### src/rtl/score_pkg.sv
// Shared types and helpers for the score binary-to-BCD converter.
package score_pkg;

  typedef enum logic [1:0] {IDLE, SHIFT, DONE} state_t;

  localparam int DIGIT_W = 4;

  function automatic logic [31:0] pow10(input int n);
    logic [31:0] r;
    r = 32'd1;
    for (int i = 0; i < n; i++) r = r * 32'd10;
    return r;
  endfunction

endpackage

### src/rtl/bcd_add3.sv
// One double-dabble correction cell: a BCD digit of 5 or more gets 3 added.
module bcd_add3
  import score_pkg::*;
(
  input  logic [DIGIT_W-1:0] d,
  output logic [DIGIT_W-1:0] q
);

  assign q = (d >= 4'd5) ? d + 4'd3 : d;

endmodule

### src/rtl/score_bin2bcd.sv
// Sequential double-dabble converter from the binary score to packed BCD digits,
// with saturation at the largest displayable value and leading-zero blanking.
module score_bin2bcd
  import score_pkg::*;
#(
  parameter int WIDTH  = 10,
  parameter int DIGITS = 3
) (
  input  logic                      clk,
  input  logic                      reset,
  input  logic                      in_valid,
  output logic                      in_ready,
  input  logic [WIDTH-1:0]          bin,
  output logic                      out_valid,
  output logic [DIGIT_W*DIGITS-1:0] digits,
  output logic                      ovf,
  output logic [DIGITS-1:0]         blank
);

  localparam int BCD_W = DIGIT_W * DIGITS;
  localparam int CNT_W = $clog2(WIDTH + 1);
  localparam logic [31:0] MAX = pow10(DIGITS) - 32'd1;
  localparam logic [BCD_W-1:0] ALL9 = {DIGITS{4'h9}};

  state_t             state, state_nx;
  logic [CNT_W-1:0]   cnt;
  logic [WIDTH-1:0]   sreg;
  logic [BCD_W-1:0]   acc;
  logic [BCD_W-1:0]   adj;
  logic               ovf_next;
  logic               accept;

  for (genvar g = 0; g < DIGITS; g++) begin : g_add3
    bcd_add3 u_add3 (
      .d (acc[g*DIGIT_W +: DIGIT_W]),
      .q (adj[g*DIGIT_W +: DIGIT_W])
    );
  end

  assign in_ready = (state == IDLE);
  assign accept   = in_valid && in_ready;

  always_comb begin
    state_nx = state;
    case (state)
      IDLE:    if (accept) state_nx = SHIFT;
      SHIFT:   if (cnt == CNT_W'(1)) state_nx = DONE;
      DONE:    state_nx = IDLE;
      default: state_nx = IDLE;
    endcase
  end

  always_ff @(posedge clk or negedge reset) begin
    if (!reset) begin
      state     <= IDLE;
      cnt       <= '0;
      sreg      <= '0;
      acc       <= '0;
      ovf_next  <= 1'b0;
      digits    <= '0;
      ovf       <= 1'b0;
      out_valid <= 1'b0;
    end else begin
      state     <= state_nx;
      out_valid <= 1'b0;
      case (state)
        IDLE: begin
          if (accept) begin
            sreg     <= bin;
            acc      <= '0;
            cnt      <= CNT_W'(WIDTH);
            // 32-bit compare so small WIDTH never truncates MAX
            ovf_next <= (32'(bin) > MAX);
          end
        end
        SHIFT: begin
          // Corrected digits shift left as one register; the top bit falls off.
          acc  <= {adj[BCD_W-2:0], sreg[WIDTH-1]};
          sreg <= sreg << 1;
          cnt  <= cnt - CNT_W'(1);
        end
        DONE: begin
          digits    <= ovf_next ? ALL9 : acc;
          ovf       <= ovf_next;
          out_valid <= 1'b1;
        end
        default: ;
      endcase
    end
  end

  // Blank a digit only while every more-significant digit is also zero.
  always_comb begin
    logic run;
    blank = '0;
    run   = 1'b1;
    for (int i = DIGITS - 1; i >= 1; i--) begin
      run      = run && (digits[i*DIGIT_W +: DIGIT_W] == 4'd0);
      blank[i] = run;
    end
  end

endmodule

### config.mk
export PLATFORM = sky130hd
export DESIGN_NAME = score_bin2bcd
export DESIGN_NICKNAME = d
export VERILOG_FILES = /design/src/rtl/score_pkg.sv /design/src/rtl/bcd_add3.sv /design/src/rtl/score_bin2bcd.sv
export SDC_FILE = /design/constraint.sdc
export NUM_CORES = 1
export LEC_CHECK = 0
export ABC_CLOCK_PERIOD_IN_PS = 2000
export CAP_MARGIN = 20
export CORE_MARGIN = 4
export CORE_UTILIZATION = 45
export CTS_BUF_LIST = sky130_fd_sc_hd__clkbuf_8
export DETAILED_ROUTE_END_ITERATION = 8
export PLACE_DENSITY = 0.72
export SYNTH_ARGS = -nofsm -noshare
export SYNTH_HDL_FRONTEND = slang
export SYNTH_SLANG_ARGS = --single-unit
export TNS_END_PERCENT = 100
### constraint.sdc
create_clock -name clk -period 2 [get_ports clk]
set_input_delay 0.4 -clock clk [delete_from_list [all_inputs] [get_ports clk]]
set_output_delay 0.4 -clock clk [all_outputs]
set_load 0.01 [all_outputs]
After elaboration in Yosys (flattened, before gate mapping)
Cells that the tools add are included.
{ "word_totals": {"regBits": 43, "latchBits": 0, "mem_bits_rw": 0, "rom_bits": 0, "inputBits": 13, "out_inout_bits": 18, "wordCells": 44, "mem_count": 0} }
{ "op_classes": {"add_sub_neg": 4, "multipliers": 0, "n_div": 0, "magnitude_cmp": 4, "eq_ne": 5, "shift": 0, "mux": 14, "bitwise": 0, "n_reduce_logical": 9} }
{ "ops": {"columns": ["op", "count"], "rows": [
  ["$mux 12", 2],
  ["$pmux 12 s2", 1],
  ["$pmux 10 s2", 1],
  ["$ge 4x3->1 const B", 3],
  ["$mux 4", 3],
  ["$gt 10x10->1 const B", 1],
  ["$mux 10", 1],
  ["$add 4x2->4 const B", 2],
  ["$logic_not 4->1", 2],
  ["$pmux 4 s2", 1],
  ["$reduce_and 2->1", 3],
  ["$eq 4x1->1 const B", 1],
  ["$mux 2", 2],
  ["$pmux 2 s2", 1],
  ["$sub 4x1->4 const B", 1],
  ["$add 3x2->3 const B", 1],
  ["$mux 3", 1],
  ["$eq 2x1->1 const B", 1],
  ["$eq 2x2->1 const B", 1],
  ["$logic_and 1x1->1", 2],
  ["$logic_not 2->1", 1],
  ["$ne 2x1->1 const B", 1],
  ["$ne 2x2->1 const B", 1],
  ["$reduce_bool 2->1", 1],
  ["$mux 1", 1]
]} }

Depth between registers and ports, before layout
Gate-level depths: netlist (run 1).
{ "depth": {"depth_word": 4, "mapped_depth": 6, "depth_no_buf": 6} }

By module
Synthesis (run 1) repeated with hierarchy kept, for this count alone.
{ "unflattened": {"cells_unflattened": 255, "area_unflattened_um2": 2321.0} }
{ "by_module_without_submodules": {"columns": ["module", "instances", "cells_per_inst", "area_each_um2", "seq_area_each_um2"], "rows": [
  ["score_bin2bcd", 1, 207, 2016.9, 1076.0],
  ["bcd_add3", 3, 16, 101.3, 0.0]
]} }

Worst setup path before layout (run 1)
No wires, ideal clock.
{ "synth_path": {"path_kind": "register to output", "from": "reg digits[9]", "to": "out blank[1]", "t_arrival_ns": 1.167, "required_ns": 1.600, "setup_slack_ns": 0.433, "path_stages_with_launch": 3, "path_buffers": 0, "path_cell_list": "dfrtp_1 nor4_1 and2_1"} }
{ "synth_via": {"elab_chain_cells": 2} }
{ "synth_rtl": {"columns": ["element", "line_no", "text"], "rows": [
  ["from (decl)", "score_bin2bcd.sv:15", "output logic [DIGIT_W*DIGITS-1:0] digits,"],
  ["from (signal assigned)", "score_bin2bcd.sv:83", "digits <= ovf_next ? ALL9 : acc;"],
  ["$logic_not 4->1", "score_bin2bcd.sv:98", "run = run && (digits[i*DIGIT_W +: DIGIT_W] == 4'd0);"],
  ["net blank[2]", "score_bin2bcd.sv:17", "output logic [DIGITS-1:0] blank"],
  ["$logic_and 1x1->1", "score_bin2bcd.sv:98", null],
  ["to (decl)", "score_bin2bcd.sv:17", null]
]} }
The timed path passes the listed nets, and every way through them passes these cells.

Final worst setup path (run 1)
{ "layout_path": {"from": "reg digits[10]", "to": "out blank[1]"} }
{ "layout_via": {"elab_chain_cells": 2} }
{ "layout_rtl": {"columns": ["element", "line_no"], "rows": [
  ["$logic_not 4->1", "score_bin2bcd.sv:98"],
  ["$logic_and 1x1->1", "score_bin2bcd.sv:98"]
]} }
No other way between the ends.

==> run metrics, run 1 <==
outcome complete, no violations; crit-path max cell delay 0.41 ns; Lkg Pwr 1.125 nW; maximum VDD drop 0.0006659 V; Pre-antenna DRT Iters 5; CP Class reg2out; CTS Sinks 43; sequential power share 39.9%; internal power 2.366 mW; Worst Setup End Kind output pin; CTS Hold Bufs 0; Post-synth EDFFs 0; Fmax 0.5536 GHz; commonest cells after routing, fill and taps aside dfrtp_1 (43), nand2_1 (37), clkdlybuf4s50_1 (26); critical path buffer and inverter count 1; share of cells above drive strength 1 10.04%; worst-case clock buffer depth 2; Root Buffer Master clkbuf_8; commonest non-fill, non-tap cell in the layout dfrtp_1; Netlist cell types 34; DRC violations left 0; Placer Congestion 0.7524; leading area contributor after synthesis dfrtp_1; Yosys reg bits 43; DPL Wire Length 2665 um; Max Clock Skew 0.006316 ns; Port Buffers 29; Seq/Total Area, Yosys 53.15%; final WL 3731 um; Initial Utilization 46.49%; ys async rst share 100.0%; Worst-Margin Slew 0.5255 ns; Via Count 1531; syn nets 227; relative slew slack 64.97%; RSZ-0062 raised after global routing no; die width 75.07 um; combinational share of power 45.2%; initial antenna violation count 0; syn avg cell area 9.827 um^2; number of max-cap violations 0; Die Area 0.005636 mm^2; # setup viols final 0; WP data required 1.60 ns; Ports 31; final number of max-transition violations 0; Area Growth Syn to Fin 22.37%; Overflow after GRT 0; Starting DRT DRC Count 82; cts bufs inserted 5; Hold Slack 0.1533 ns; CTS clk-pin slew, worst paths 0.08 ns; CP top delay family simple AND/OR/NAND/NOR gates; Final #Nets 260; Net Sw Power 1.442 mW; wire per inst 12.82 um; vias in the first global route 1446; Mapped Cells 206; Worst Path Max Fanout 3; minimum clock period 1.806 ns; ranking of synthesized cells by area dfrtp_1 (53%), nand2_1 (6.9%), ha_1 (4.9%), o21ai_0 (4.9%), o31ai_1 (3.7%); fin crit share 90.32%; vias per cell 5.261; Clk Latency, worst-skew pair 0.30 ns; Sw Ratio 37.87%; Yosys warnings 0; first-pass GRT wire length 6444 um; Die Height 75.07 um; Critical Path, Cell by Cell nor4_2, and2_1, dlygate4sd2_1; H-tree depth 2; Std-Cell Rows 24; Worst EP arrival 1.41 ns; Total Routing Usage GR 14.96%; TNS Setup 0 ns; ys flop type dfrtp_1; Core Region 0.004354 mm^2; Setup Buffers After CTS 0; Power Dens Cells 1537 mW/mm^2; antenna-violating nets left 0; post-synth design cell area 0.002024 mm^2; Yosys top cell area share 53.15%; Worst Hold Class in2async; Antenna Cells 0; TritonCTS clock tree built; Clk network pwr share 14.9%; crit path launch type register; CP max stage cell dfrtp_1; largest net degree at the start of global routing 44; Final Hold Fails 0
-- sequential cells by signal, summed over array words and instances, names as in the netlist --
register and count:
out_valid 1, ovf_next 1, ovf 1, state 2, digits 12, sreg 10, acc 12, cnt 4
-- metal layers --
layer / share of wire, % / GRT usage [%] / vias to the layer above
met5: 0 / 0 / -
met4: 2.3 / 7.708 / 0
met3: 6.1 / 2.804 / 8
met2: 44 / 22.82 / 38
met1: 48 / 20.29 / 713
li1: - / - / 772
-- worst paths after layout --
check | startpoint | to | slack, ns | cells past startpoint
max reg2reg | acc[4]$_DFFE_PN0P_ | acc[6]$_DFFE_PN0P_ | 0.36 | 6
max | digits[10]$_DFFE_PN0P_ | blank[1] | 0.19 | 3
min in group clk | digits[0]$_DFFE_PN0P_ | digits[0]$_DFFE_PN0P_ | 0.48 | 2
min | reset | digits[9]$_DFFE_PN0P_ | 0.15 | 2
min reg2reg | digits[0]$_DFFE_PN0P_ | digits[0]$_DFFE_PN0P_ | 0.48 | 2
max in group asynchronous | reset | sreg[0]$_DFFE_PN0P_ | 1.48 | 2
-- cells by family after synthesis --
logic type | share of synthesized area, %
and+or+nand+nor | 17.31
AOI/OAI and AO/OA | 15.76
DFF | 53.15
buffers and inverters | 4.821
adders and majority gates | 4.945
xor gates and xnor gates | 2.164
muxes | 1.669
other | 0.1852
-- layout make-up --
class | instances | area (um^2)
tap | 52 | 65.06
fill | 399 | 1877
sequential | 43 | 1076
inverter | 9 | 33.78
clock buffer | 6 | 82.58
timing repair buffer | 39 | 357.8
clock inverter | 1 | 5.005
multi-input combinational | 141 | 857.1
-- metrics by stage --
| stage | std cells | util [%] | worst slack (ns) | cell area [um^2] | power, mW |
|---|---|---|---|---|---|
| after floorplan | 206 | - | 0.4325 | 2024 | 2.625 |
| after global placement | 284 | 54.80 | 0.1726 | 2386 | 3.250 |
| after detailed placement | 284 | 54.80 | 0.1740 | 2386 | 3.300 |
| after CTS | 291 | 56.90 | 0.1689 | 2477 | 3.847 |
| after global routing | 291 | 56.90 | 0.1110 | 2477 | 4.157 |
| final | 291 | 56.90 | 0.1936 | 2477 | 3.808 |
-- power by group through the flow --
stage / clock, mW / sequential, mW / combinational (mW)
after CTS: 0.580 / 1.52 / 1.75
after global placement: 0 / 1.52 / 1.73
after global routing: 0.611 / 1.58 / 1.97
final: 0.568 / 1.52 / 1.72
after floorplan: 0 / 1.51 / 1.12
after detailed placement: 0 / 1.53 / 1.77
-- what timing repair did --
item / 4_1_cts / 5_1_grt
gates resized for setup: 3 / 0
endpoints found under the hold margin: 0 / 0
setup endpoints to repair: 2 / 0
-- cells in the mapped netlist, types with 2 or more instances --
| library cell | instances |
|---|---|
| ha_1 | 8 |
| xnor2_1 | 3 |
| nor2_1 | 7 |
| a32o_1 | 3 |
| inv_1 | 9 |
| nand3_1 | 9 |
| nor4_1 | 2 |
| and2_1 | 2 |
| buf_2 | 8 |
| nor3b_1 | 2 |
| a22oi_1 | 9 |
| mux2_2 | 3 |
| o31ai_1 | 10 |
| nand2_1 | 37 |
| nor3_1 | 2 |
| xor2_1 | 2 |
| a21oi_1 | 3 |
| nand2b_1 | 8 |
| o21ai_0 | 20 |
| dfrtp_1 | 43 |
| clkbuf_1 | 3 |
-- worst register-to-register path, cell delays in order, from the launching register on --
cell and delay (ns):
dfrtp_1 0.44, inv_1 0.12, ha_1 0.20, nand2b_1 0.07, a21oi_1 0.31, nor3_1 0.08
a311o_1 0.32
Note: power is estimated with default switching activity, not from simulation.
==> inputs of run 2 (changes only) <==
PLACE_DENSITY = default   (was 0.72)
PLACE_DENSITY_LB_ADDON = 0.05   (was default)
==> run metrics, run 2 (same netlist as run 1, synthesis figures left out) <==
outcome complete, no violations (unchanged); Overflow after GRT 0 (unchanged); WP data required 1.60 ns (about the same); Worst-Margin Slew 0.5709 ns (was 0.5255 ns); first-pass GRT wire length 6624 um (was 6444 um); Core Region 0.004354 mm^2 (unchanged); Antenna Cells 0 (unchanged); Placer Congestion 0.7506 (was 0.7524); commonest cells after routing, fill and taps aside dfrtp_1 (43), nand2_1 (37), clkdlybuf4s50_1 (26) (unchanged); die width 75.07 um (unchanged); R2R setup slack 0.30 ns (was 0.36 ns); maximum VDD drop 0.0007425 V (was 0.0006659 V); Power Dens Cells 1529 mW/mm^2 (was 1537 mW/mm^2); worst-case clock buffer depth 2 (unchanged); Pre-antenna DRT Iters 4 (was 5); FF-to-FF End acc[2]$_DFFE_PN0P_ (was acc[6]$_DFFE_PN0P_); largest net degree at the start of global routing 44 (unchanged); Critical Path, Cell by Cell nor4_2, and2_1, dlygate4sd2_1 (unchanged); relative slew slack 61.94% (was 64.97%); CP Class reg2out (unchanged); CTS clk-pin slew, worst paths 0.08 ns (about the same); Die Height 75.07 um (unchanged); Clk Latency, worst-skew pair 0.30 ns (about the same); RSZ-0062 raised after global routing no (unchanged); Die Area 0.005636 mm^2 (unchanged); Std-Cell Rows 24 (unchanged); Crit. Startpoint digits[8]$_DFFE_PN0P_ (was digits[10]$_DFFE_PN0P_); # setup viols final 0 (unchanged); antenna-violating nets left 0 (unchanged); commonest non-fill, non-tap cell in the layout dfrtp_1 (unchanged); minimum clock period 1.787 ns (was 1.806 ns); Initial Utilization 46.49% (unchanged); DPL Wire Length 2801 um (was 2665 um); Final Hold Fails 0 (unchanged); crit path launch type register (unchanged); Worst Hold Class in2async (unchanged); Root Buffer Master clkbuf_8 (unchanged); Worst EP arrival 1.39 ns (was 1.41 ns); Worst Path Max Fanout 3 (unchanged); DRC violations left 0 (unchanged); CTS Sinks 43 (unchanged); Max Clock Skew 0.007952 ns (was 0.006316 ns); wire per inst 13.59 um (was 12.82 um); number of max-cap violations 0 (unchanged); Total Routing Usage GR 15.63% (was 14.96%); Top Registers acc (12), digits (12), sreg (10) (unchanged); Fmax 0.5595 GHz (was 0.5536 GHz); Area Growth Syn to Fin 21.69% (was 22.37%); H-tree depth 2 (unchanged); R2R cell count 6 (unchanged); vias in the first global route 1469 (was 1446); CP max stage cell dfrtp_1 (unchanged); final WL 3940 um (was 3731 um); Critical R2R Launch acc[1]$_DFFE_PN0P_ (was acc[4]$_DFFE_PN0P_); Ports 31 (unchanged); CTS Hold Bufs 0 (unchanged); cts bufs inserted 5 (unchanged); CP Capture Point blank[1] (unchanged); crit-path max cell delay 0.41 ns (about the same); final number of max-transition violations 0 (unchanged); fin crit share 89.36% (was 90.32%); initial antenna violation count 0 (unchanged); Final #Nets 258 (was 260); fill cell count 374 (was 399); share of cells above drive strength 1 9.664% (was 10.04%); Lkg Pwr 1.109 nW (was 1.125 nW); Port Buffers 29 (unchanged); vias per cell 5.331 (was 5.261); TNS Setup 0 ns (unchanged); Via Count 1546 (was 1531); TritonCTS clock tree built (unchanged); Hold Slack 0.1662 ns (was 0.1533 ns); Worst Setup End Kind output pin (unchanged); Starting DRT DRC Count 57 (was 82)
==> run 2: cell count changes in the layout (fill, tap and decap cells not counted), sizes merged <==
cell / previous run / this run
buf: 11 / 9
clkinvlp: 0 / 2
clkbuf: 6 / 5
==> run 2: layer usage <==
layer  wire [um]  GRT usage (%)  vias to the layer above
li1            -              -                      766
met1        1785          19.07                      744
met2        1970          26.50                       32
met3         146          4.806                        4
met4          38          4.743                        0
met5           0              0                        -
==> run 2: layout make-up <==
type	count	area [um^2]	area share [%]
Sequential cell	43	1076	43.68
Multi-Input combinational cell	141	857.1	34.79
Inverter	9	33.78	1.371
Timing Repair Buffer	37	342.8	13.92
Clock inverter	3	20.02	0.8126
Clock buffer	5	68.82	2.793
Tap cell	52	65.06	2.641
==> run 2: worst max-delay path: cells and delay by family (launching register included) <==
kind / cells / cell delay (ns)
flip-flops: 1 / 0.41
buffers and inverters: 1 / 0.26
AND/OR/NAND/NOR: 2 / 0.43
==> run 2: timing repair <==
item | in CTS | in global routing
setup buffers | 1 | 0
resized for setup | 3 | 0
endpoints found under the setup margin | 2 | 0
==> run 2: power by group <==
| group | internal, mW | total, mW | switching [mW] | leakage [nW] |
|---|---|---|---|---|
| Clock | 0.243 | 0.539 | 0.297 | 0.0402 |
| Sequential | 1.23 | 1.52 | 0.295 | 0.554 |
| Combinational | 0.841 | 1.71 | 0.865 | 0.515 |
==> run 2: how the worst min path moves through the flow <==
stage	start	to	slack, ns
after global placement	sreg[6]$_DFFE_PN0P_	sreg[6]$_DFFE_PN0P_	0.46
after floorplan	reset	acc[0]$_DFFE_PN0P_	0.10
after CTS	reset	digits[8]$_DFFE_PN0P_	0.18
after detailed placement	digits[1]$_DFFE_PN0P_	digits[1]$_DFFE_PN0P_	0.47
final	reset	digits[8]$_DFFE_PN0P_	0.17
after global routing	reset	acc[3]$_DFFE_PN0P_	0.21
==> run 2: through the flow <==
step	setup slack, ns	power, mW	area, um^2	instances	util (%)
floorplan	0.4325	2.625	2024	206	-
global placement	0.1214	3.193	2364	281	54.28
detailed placement	0.08513	3.277	2364	281	54.28
CTS	0.1730	3.822	2464	290	56.58
global route	0.1111	4.107	2464	290	56.58
finish	0.2128	3.767	2464	290	56.58
==> RTL change (settings of run 2) <==
`DIGIT_W`: 4 -> 6.
--- a/src/rtl/score_pkg.sv
+++ b/src/rtl/score_pkg.sv
@@ -3,7 +3,7 @@
 
   typedef enum logic [1:0] {IDLE, SHIFT, DONE} state_t;
 
-  localparam int DIGIT_W = 4;
+  localparam int DIGIT_W = 6;
 
   function automatic logic [31:0] pow10(input int n);
     logic [31:0] r;
Ports: changed (resized digits); port bits go from 31 to 37. No check against the original RTL was run, so the function may have changed too.
==> RTL change against run 2 <==
The run now ends with negative setup slack left. Synthesized area up 33%. Power up 42%. Setup slack got worse by 0.26 ns. Critical path type unchanged. Hold slack got worse by 0.088 ns. Cell area grew 33%. Routed wire length up 42%. Sequential cell count rose by 12.
==> RTL change: results (changes against run 2) <==
.. list-table::
   :header-rows: 1

   * - Metric
     - Value
   * - # nets final
     - 333 (+29%)
   * - Largest net degree at the start of global routing
     - 56 (+27%)
   * - Worst slack on hold paths
     - 0.0778 ns (-0.0884 ns)
   * - Net Count, Synth
     - 296 (+30%)
   * - Status
     - finished with violations
   * - Number of failing setup endpoints in the final timing report
     - 1 (+1)
   * - Filler cell count in the final layout
     - 504 (+35%)
   * - Largest registers
     - acc x18, digits x18, sreg x10
   * - Leak pwr
     - 0.00146 uW (+32%)
   * - Starting DRT DRC Count
     - 163 (+190%)
   * - Via total after detailed routing
     - 2123 (+37%)
   * - Global-route wire length before repair
     - 9.67 mm (+46%)
   * - Post-placement worst setup slack
     - -0.125 ns (-0.210 ns)
   * - HPWL after DPL
     - 3.76 mm (+34%)
   * - Synthesized instance count
     - 275 (+33%)
   * - Placer congestion estimate
     - 0.767 (+2.2%)
   * - Overall track demand over capacity in global routing
     - 16.3% (+0.69 points)
   * - DR WL/cell
     - 14.5 um (+6.9%)
   * - Number of global-route vias before repair
     - 2047 (+39%)
   * - Critical path fanouts, max
     - 2 (-1)
   * - Leading cell types by count after synthesis
     - 55 x dfrtp_1, 54 x nand2_1, 19 x o21ai_1, 14 x o31ai_1, 12 x inv_1
   * - PnR worst setup slack
     - -0.0476 ns (-0.260 ns)
   * - Setup slack of the most critical reg-to-reg path
     - 0.39 ns (+0.09 ns)
   * - Endpoint of the worst register-to-register path
     - acc[7]
   * - Violated checks
     - negative setup slack
-- RTL change: worst max-delay path, stage by stage (launching register included) --
cell and delay (ns):
dfrtp_1 0.39, or4_4 0.55, nor3_4 0.13, and3_1 0.16, buf_2 0.12
-- RTL change: metal layers --
layer | up-vias | track usage, % | routed length [um]
met5 | - | 0 | 0
met4 | 0 | 4.03 | 19
met3 | 2 | 3.55 | 331
met2 | 68 | 27.8 | 2650
met1 | 1014 | 21.2 | 2590
li1 | 1039 | - | -
-- RTL change: final cells by class --
| cell class | instances | share of cell area, % |
|---|---|---|
| Sequential cell | 55 | 42.2 |
| Clock buffer | 6 | 2.53 |
| Clock inverter | 2 | 1.07 |
| Timing Repair Buffer | 48 | 13.8 |
| Inverter | 12 | 1.38 |
| Tap cell | 72 | 2.76 |
| Multi-Input combinational cell | 190 | 36.3 |
-- RTL change: cell families after synthesis --
family	count (synthesis)	share of synthesized area, %
AOI/OAI and AO/OA	80	20.6
xor gates and xnor gates	8	2.59
adders and majority gates	8	3.70
buffers and inverters	30	5.51
DFF	55	50.9
muxes	1	0.417
other	1	0.139
and+or+nand+nor	92	16.2
-- RTL change: where the power goes --
| part | internal (uW) | leakage, uW | switching (uW) |
|---|---|---|---|
| sequential | 1570 | 0.000712 | 494 |
| clock | 405 | 0.0000612 | 349 |
| combinational | 1260 | 0.000689 | 1280 |
-- RTL change: what timing repair did --
action                                 CTS  global route
gates resized for setup                  8             2
pin swaps                                2             2
endpoints found under the hold margin    0             0
setup buffers                            0             1
setup endpoints to repair                2             2
-- RTL change: worst max path at each step --
stage                          start       end
after global routing      digits[15]  blank[1]
final                     digits[15]  blank[1]
after detailed placement  digits[15]  blank[1]
after floorplan           digits[15]  blank[1]
after global placement    digits[15]  blank[1]
after CTS                 digits[15]  blank[1]
